`src/rtl/nand_seq_pkg.sv`:
```
// Shared constants, state encoding and step-list helper for the NAND operation sequencer.
package nand_seq_pkg;

  localparam logic [7:0] CMD_RESET       = 8'h01;
  localparam logic [7:0] CMD_READ_ID     = 8'h03;
  localparam logic [7:0] CMD_DISABLE     = 8'h08;
  localparam logic [7:0] CMD_ENABLE      = 8'h09;
  localparam logic [7:0] CMD_GET_ID_BYTE = 8'h0e;

  localparam logic OP_RESET   = 1'b0;
  localparam logic OP_READ_ID = 1'b1;

  typedef enum logic [2:0] {
    ST_IDLE,
    ST_ISSUE,
    ST_GUARD,
    ST_WAIT,
    ST_CAPTURE,
    ST_FINISH
  } state_t;

  // Index of the closing DISABLE step for a given operation.
  function automatic logic [4:0] last_step_idx(input logic op, input int id_bytes);
    return (op == OP_READ_ID) ? 5'(id_bytes + 2) : 5'd2;
  endfunction

endpackage

```
`src/rtl/nand_seq_step_rom.sv`:
```
// Maps (operation, step index) to the nand_master command and per-step attributes.
module nand_seq_step_rom
  import nand_seq_pkg::*;
#(
  parameter int ID_BYTES = 5
) (
  input  logic       op,
  input  logic [4:0] step,
  output logic [7:0] cmd,
  output logic       uses_addr,
  output logic       is_capture,
  output logic       is_last
);

  logic [4:0] last;

  assign last = last_step_idx(op, ID_BYTES);

  always_comb begin
    cmd        = 8'h00;
    uses_addr  = 1'b0;
    is_capture = 1'b0;
    is_last    = 1'b0;
    if (step == 5'd0) begin
      cmd = CMD_ENABLE;
    end else if (step == last) begin
      cmd     = CMD_DISABLE;
      is_last = 1'b1;
    end else if (op == OP_RESET) begin
      if (step == 5'd1) cmd = CMD_RESET;
    end else if (step == 5'd1) begin
      cmd       = CMD_READ_ID;
      uses_addr = 1'b1;
    end else if (step < last) begin
      cmd        = CMD_GET_ID_BYTE;
      is_capture = 1'b1;
    end
  end

endmodule

```
`src/rtl/nand_op_sequencer.sv`:
```
// Turns a single RESET / READ_ID request into the nand_master command sequence.
//
// state   | meaning
// IDLE    | waiting for req
// ISSUE   | nm_activate pulse for the current step
// GUARD   | skip nm_busy while nand_master raises it; arm timeout
// WAIT    | wait for nm_busy low or timeout
// CAPTURE | present one ID byte to the host
// FINISH  | done pulse with err, then back to IDLE
module nand_op_sequencer
  import nand_seq_pkg::*;
#(
  parameter int ID_BYTES = 5,
  parameter int TIMEOUT  = 4096,
  parameter int TW       = 13
) (
  input  logic       clk,
  input  logic       nreset,
  input  logic       req,
  input  logic       op,
  input  logic [7:0] id_addr,
  output logic       ack,
  output logic       busy,
  output logic       done,
  output logic       err,
  output logic       id_valid,
  output logic [7:0] id_byte,
  output logic       nm_activate,
  output logic [7:0] nm_cmd_in,
  output logic [7:0] nm_data_in,
  input  logic       nm_busy,
  input  logic [7:0] nm_data_out
);

  state_t        state;
  logic [4:0]    step;
  logic [3:0]    byte_cnt;
  logic          op_q;
  logic [7:0]    addr_q;
  logic          err_latch;
  logic          cur_capture;
  logic          cur_last;
  logic [TW-1:0] tmo_cnt;

  logic       op_sel;
  logic [7:0] addr_sel;
  logic [4:0] step_sel;
  logic [7:0] rom_cmd;
  logic       rom_uses_addr;
  logic       rom_is_capture;
  logic       rom_is_last;
  logic       tmo_hit;
  logic       do_issue;

  assign tmo_hit = (state == ST_WAIT) && nm_busy && (tmo_cnt == '0);

  // The ROM is addressed by the step about to be issued, so the command
  // registers are loaded on the same edge that enters ISSUE.
  always_comb begin
    op_sel   = op_q;
    addr_sel = addr_q;
    step_sel = step + 5'd1;
    if (state == ST_IDLE) begin
      op_sel   = op;
      addr_sel = id_addr;
      step_sel = 5'd0;
    end else if (tmo_hit) begin
      step_sel = last_step_idx(op_q, ID_BYTES);
    end
  end

  always_comb begin
    do_issue = 1'b0;
    case (state)
      ST_IDLE:    do_issue = req;
      ST_CAPTURE: do_issue = 1'b1;
      ST_WAIT:    do_issue = nm_busy ? (tmo_hit && !cur_last) : (!cur_capture && !cur_last);
      default:    do_issue = 1'b0;
    endcase
  end

  nand_seq_step_rom #(.ID_BYTES(ID_BYTES)) u_rom (
    .op         (op_sel),
    .step       (step_sel),
    .cmd        (rom_cmd),
    .uses_addr  (rom_uses_addr),
    .is_capture (rom_is_capture),
    .is_last    (rom_is_last)
  );

  always_ff @(posedge clk or negedge nreset) begin
    if (!nreset) begin
      state       <= ST_IDLE;
      step        <= '0;
      byte_cnt    <= '0;
      op_q        <= 1'b0;
      addr_q      <= '0;
      err_latch   <= 1'b0;
      cur_capture <= 1'b0;
      cur_last    <= 1'b0;
      tmo_cnt     <= '0;
      ack         <= 1'b0;
      busy        <= 1'b0;
      done        <= 1'b0;
      err         <= 1'b0;
      id_valid    <= 1'b0;
      id_byte     <= '0;
      nm_activate <= 1'b0;
      nm_cmd_in   <= '0;
      nm_data_in  <= '0;
    end else begin
      ack         <= 1'b0;
      nm_activate <= 1'b0;
      id_valid    <= 1'b0;
      done        <= 1'b0;

      case (state)
        ST_IDLE: begin
          if (req) begin
            op_q      <= op;
            addr_q    <= id_addr;
            byte_cnt  <= '0;
            err_latch <= 1'b0;
            ack       <= 1'b1;
            busy      <= 1'b1;
          end
        end
        ST_ISSUE: state <= ST_GUARD;
        ST_GUARD: begin
          tmo_cnt <= TW'(TIMEOUT - 1);
          state   <= ST_WAIT;
        end
        ST_WAIT: begin
          if (!nm_busy) begin
            if (cur_capture) begin
              id_byte  <= nm_data_out;
              id_valid <= 1'b1;
              byte_cnt <= byte_cnt + 4'd1;
              state    <= ST_CAPTURE;
            end else if (cur_last) begin
              done  <= 1'b1;
              err   <= err_latch;
              state <= ST_FINISH;
            end
          end else if (tmo_cnt == '0) begin
            err_latch <= 1'b1;
            if (cur_last) begin
              done  <= 1'b1;
              err   <= 1'b1;
              state <= ST_FINISH;
            end
          end else begin
            tmo_cnt <= tmo_cnt - 1'b1;
          end
        end
        ST_CAPTURE: state <= ST_ISSUE;
        ST_FINISH: begin
          busy       <= 1'b0;
          err        <= 1'b0;
          err_latch  <= 1'b0;
          nm_cmd_in  <= '0;
          nm_data_in <= '0;
          state      <= ST_IDLE;
        end
        default: state <= ST_IDLE;
      endcase

      if (do_issue) begin
        nm_activate <= 1'b1;
        nm_cmd_in   <= rom_cmd;
        nm_data_in  <= rom_uses_addr ? addr_sel : 8'h00;
        step        <= step_sel;
        cur_capture <= rom_is_capture;
        cur_last    <= rom_is_last;
        state       <= ST_ISSUE;
      end
    end
  end

endmodule

```
`config.mk`:
```
export PLATFORM = sky130hd
export DESIGN_NAME = nand_op_sequencer
export DESIGN_NICKNAME = d
export VERILOG_FILES = /design/src/rtl/nand_seq_pkg.sv /design/src/rtl/nand_seq_step_rom.sv /design/src/rtl/nand_op_sequencer.sv
export SDC_FILE = /design/constraint.sdc
export NUM_CORES = 1
export LEC_CHECK = 0
export CAP_MARGIN = 20
export CELL_PAD_IN_SITES_DETAIL_PLACEMENT = 1
export CELL_PAD_IN_SITES_GLOBAL_PLACEMENT = 1
export CORE_MARGIN = 2
export CORE_UTILIZATION = 40
export CTS_BUF_LIST = sky130_fd_sc_hd__clkbuf_16
export CTS_CLUSTER_SIZE = 14
export DETAILED_ROUTE_END_ITERATION = 7
export DONT_BUFFER_PORTS = 1
export HOLD_SLACK_MARGIN = 0.12
export PLACE_DENSITY = 0.7
export SYNTH_ARGS = -nofsm -noshare
export SYNTH_HDL_FRONTEND = slang
export SYNTH_SLANG_ARGS = --single-unit
```
`constraint.sdc`:
```
create_clock -name clk -period 6.76 [get_ports clk]
set_input_delay 1.352 -clock clk [delete_from_list [all_inputs] [get_ports clk]]
set_output_delay 1.352 -clock clk [all_outputs]
set_load 0.01 [all_outputs]
```
==> reports/results.ini <==
[status]
status=completed

[power_and_ir_drop]
p_clk_frac=0.352
power.switching_uw=529
p_seq_frac=0.364
ir_drop_uv=233
switching_share=0.340
power_frac_comb=0.284
pwr_density_cell_mw_per_mm2=450
p_int_mw=1.03
leakage_nw=1.42

[timing]
tns_ps=0
setup_viol=0
rsz0062_at_grt=no
fmax_ghz=0.292
max-slew-margin-rel=0.532
hold_viol=0
post-route-min-period_ps=3430
clock_skew_ps=6.35
tightest_slew_ps=696
report.final.slew_viol_count=0
fin_crit_sh=0.507

[worst_setup_path]
path_buf_inv=0
cp.arrival_ps=3650
crit_top_cell=and4_1
critPathTopFamily=simple AND/OR/NAND/NOR gates
cp.required_ps=6990
r2r_cells=9
worstSetupStartpointType=input pin
worstPathMaxFanout=9
end_kind=flip-flop
path_cells=and4b_1 > and4_1 > nor2_1 > a211oi_2 > ha_1 > and4_1 > a22oi_2 > o211ai_2 > o31ai_2
worstSetupPathType=input pin to flip-flop
max_stage_delay_ps=450
critPathSlowestCell=and4_1
cp.depth=9

[routing]
vias=2267
viasPerCell=5.86
wl_per_cell_um=19.3
ant_nets=0
wl_um=7460
drt_iter0_drc=114
drc_errors=0
dr.pass1.iters=4

[layout]
final_common_cell=dfrtp_1
finalNetCount=309
fin_cells=387
final_cell_mix=dfrtp_1 (59), nand2_1 (21), nor2_1 (17), mux2_2 (17), o21ai_0 (16)
fin_area_mm2=0.00346
layout-drive-gt1-share=0.167
antenna_cells=0
area_growth_syn_to_layout_pct=12.9

[synth]
synth_edf_count=0
syn_inst=284
async_flop_share=1.00
synth.avg_cell_area_um2=10.8
netlist_top_cells_area=dfrtp_1 (48%), mux2_2 (6.2%), o21ai_0 (2.6%)
synth_top_area_frac=0.482
ys.flop_type=dfrtp_1
synth_top_area_cell=dfrtp_1
ys.warnings.count=0
yosysSeqAreaShare=0.482
synthesis.area_mm2=0.00306
synth_cell_type_count=60
ys_ff_latch=59

[global_route]
grt_max_degree=60
grt_pass1_wl_um=12700
grt_pass1_vias=2440
track_usage=0.194
antenna_found_initial=0
grt-ovfl-total=0

[min_path]
hold_depth=1
min_path_type=flip-flop to flip-flop

[cts]
cts_sinks=59
worstSkewPairLatency_ps=320
tritoncts=done
ctsResizeCount=0
numCtsBuffers=9
cts_setup_buffers=0
ctsHoldBuffers=0
clkTransAtPathRegs_ps=50
h-tree-depth=3
clockBufferDepth=2
clock-root-buffer=clkbuf_16

[floorplanning]
rows=31
die_h_um=91.5
fp.dieArea_mm2=0.00838
die_x_um=91.5
ios=51
start_util=0.418
core-area_mm2=0.00733

[placement]
dp.cells=371
io_buffers=0
place.gp.congestion=0.837
dpl_cell_area_mm2=0.00310
dp_hpwl_um=5000

[run]
cap_violations=0

[power by group through the flow]
stage | logic, mW | clock network [mW] | registers [mW]
after floorplan | 0.366 | 0 | 0.534
after global placement | 0.418 | 0 | 0.567
after detailed placement | 0.435 | 0 | 0.571
after CTS | 0.444 | 0.561 | 0.567
after global routing | 0.502 | 0.572 | 0.584
final | 0.443 | 0.548 | 0.566
[Yosys cell counts, drive strengths merged, types with 4 or more instances]
| library cell | n |
|---|---|
| dfrtp | 59 |
| nand2 | 21 |
| nor2 | 18 |
| mux2 | 17 |
| o21ai | 16 |
| a21oi | 14 |
| buf | 13 |
| nand3 | 10 |
| a22o | 9 |
| inv | 9 |
| nor3 | 6 |
| o31ai | 6 |
| or3 | 6 |
| xor2 | 6 |
| ha | 5 |
| nor4 | 5 |
| and2 | 4 |
| nand4 | 4 |
| nor2b | 4 |
| o211ai | 4 |
| or4 | 4 |
[worst register-to-register path, delay by kind of cell (launching register included)]
kind,cells,cell delay [ps]
compound gates,4,880
fa+ha+maj,1,290
flops,1,590
simple gates,4,1290
[cell type report]
class                           count  area [µm²]
Clock buffer                        9         225
Clock inverter                      7         131
Fill cell                         793        3870
Inverter                            9        33.8
Multi-Input combinational cell    203        1460
Sequential cell                    59        1480
Tap cell                           99         124
Timing Repair Buffer                1        7.51
[flip-flops by register name, indices dropped and copies added (netlist names)]
signal and flops:
state 3, done 1, id_byte 8, nm_activate 1
step 5, busy 1, op_q 1, cur_capture 1
nm_cmd_in 4, err_latch 1, cur_last 1, addr_q 8
tmo_cnt 13, nm_data_in 8, id_valid 1, err 1
ack 1
[final timing paths]
| path | from | to | slack (ps) |
|---|---|---|---|
| setup / recovery | nm_busy | nm_cmd_in[1]$_DFFE_PN0P_ | 3330 |
| hold / removal | addr_q[7]$_DFFE_PN0P_ | nm_data_in[7]$_DFFE_PN0P_ | 490 |
| setup reg to reg | state[2]$_DFFE_PN0P_ | nm_cmd_in[1]$_DFFE_PN0P_ | 3590 |
| hold reg to reg | addr_q[7]$_DFFE_PN0P_ | nm_data_in[7]$_DFFE_PN0P_ | 490 |
| max in group asynchronous | nreset | step[3]$_DFFE_PN0P_ | 5930 |
| min in group asynchronous | nreset | id_byte[7]$_DFFE_PN0P_ | 720 |
[stage by stage]
| stage | hold WS (ps) | total power, mW | util | worst slack [ps] |
|---|---|---|---|---|
| after floorplan | 451 | 0.900 | - | 3370 |
| after global placement | 470 | 0.985 | 0.423 | 3150 |
| after detailed placement | 479 | 1.01 | 0.423 | 3010 |
| after CTS | 493 | 1.57 | 0.472 | 3340 |
| after global routing | 526 | 1.66 | 0.472 | 3120 |
| final | 486 | 1.56 | 0.472 | 3330 |
[metal layers]
metal,vias to the layer above,part of all wire,track usage
met3,12,0.046,0.0606
met1,1158,0.45,0.251
met2,51,0.49,0.307
li1,1046,-,-
met4,0,0.016,0.0644
met5,-,0,0
[cell families after synthesis]
group | Yosys count | share of synthesized area
multiplexers | 20 | 0.0723
buffers and inverters | 25 | 0.0453
other | 1 | 0.00122
flip-flops | 59 | 0.482
AND/OR/NAND/NOR | 94 | 0.183
XOR/XNOR | 6 | 0.0171
AO/OA/AOI/OAI | 74 | 0.179
adder cells (fa/ha/maj) | 5 | 0.0204
(Power assumes the default switching activity.)
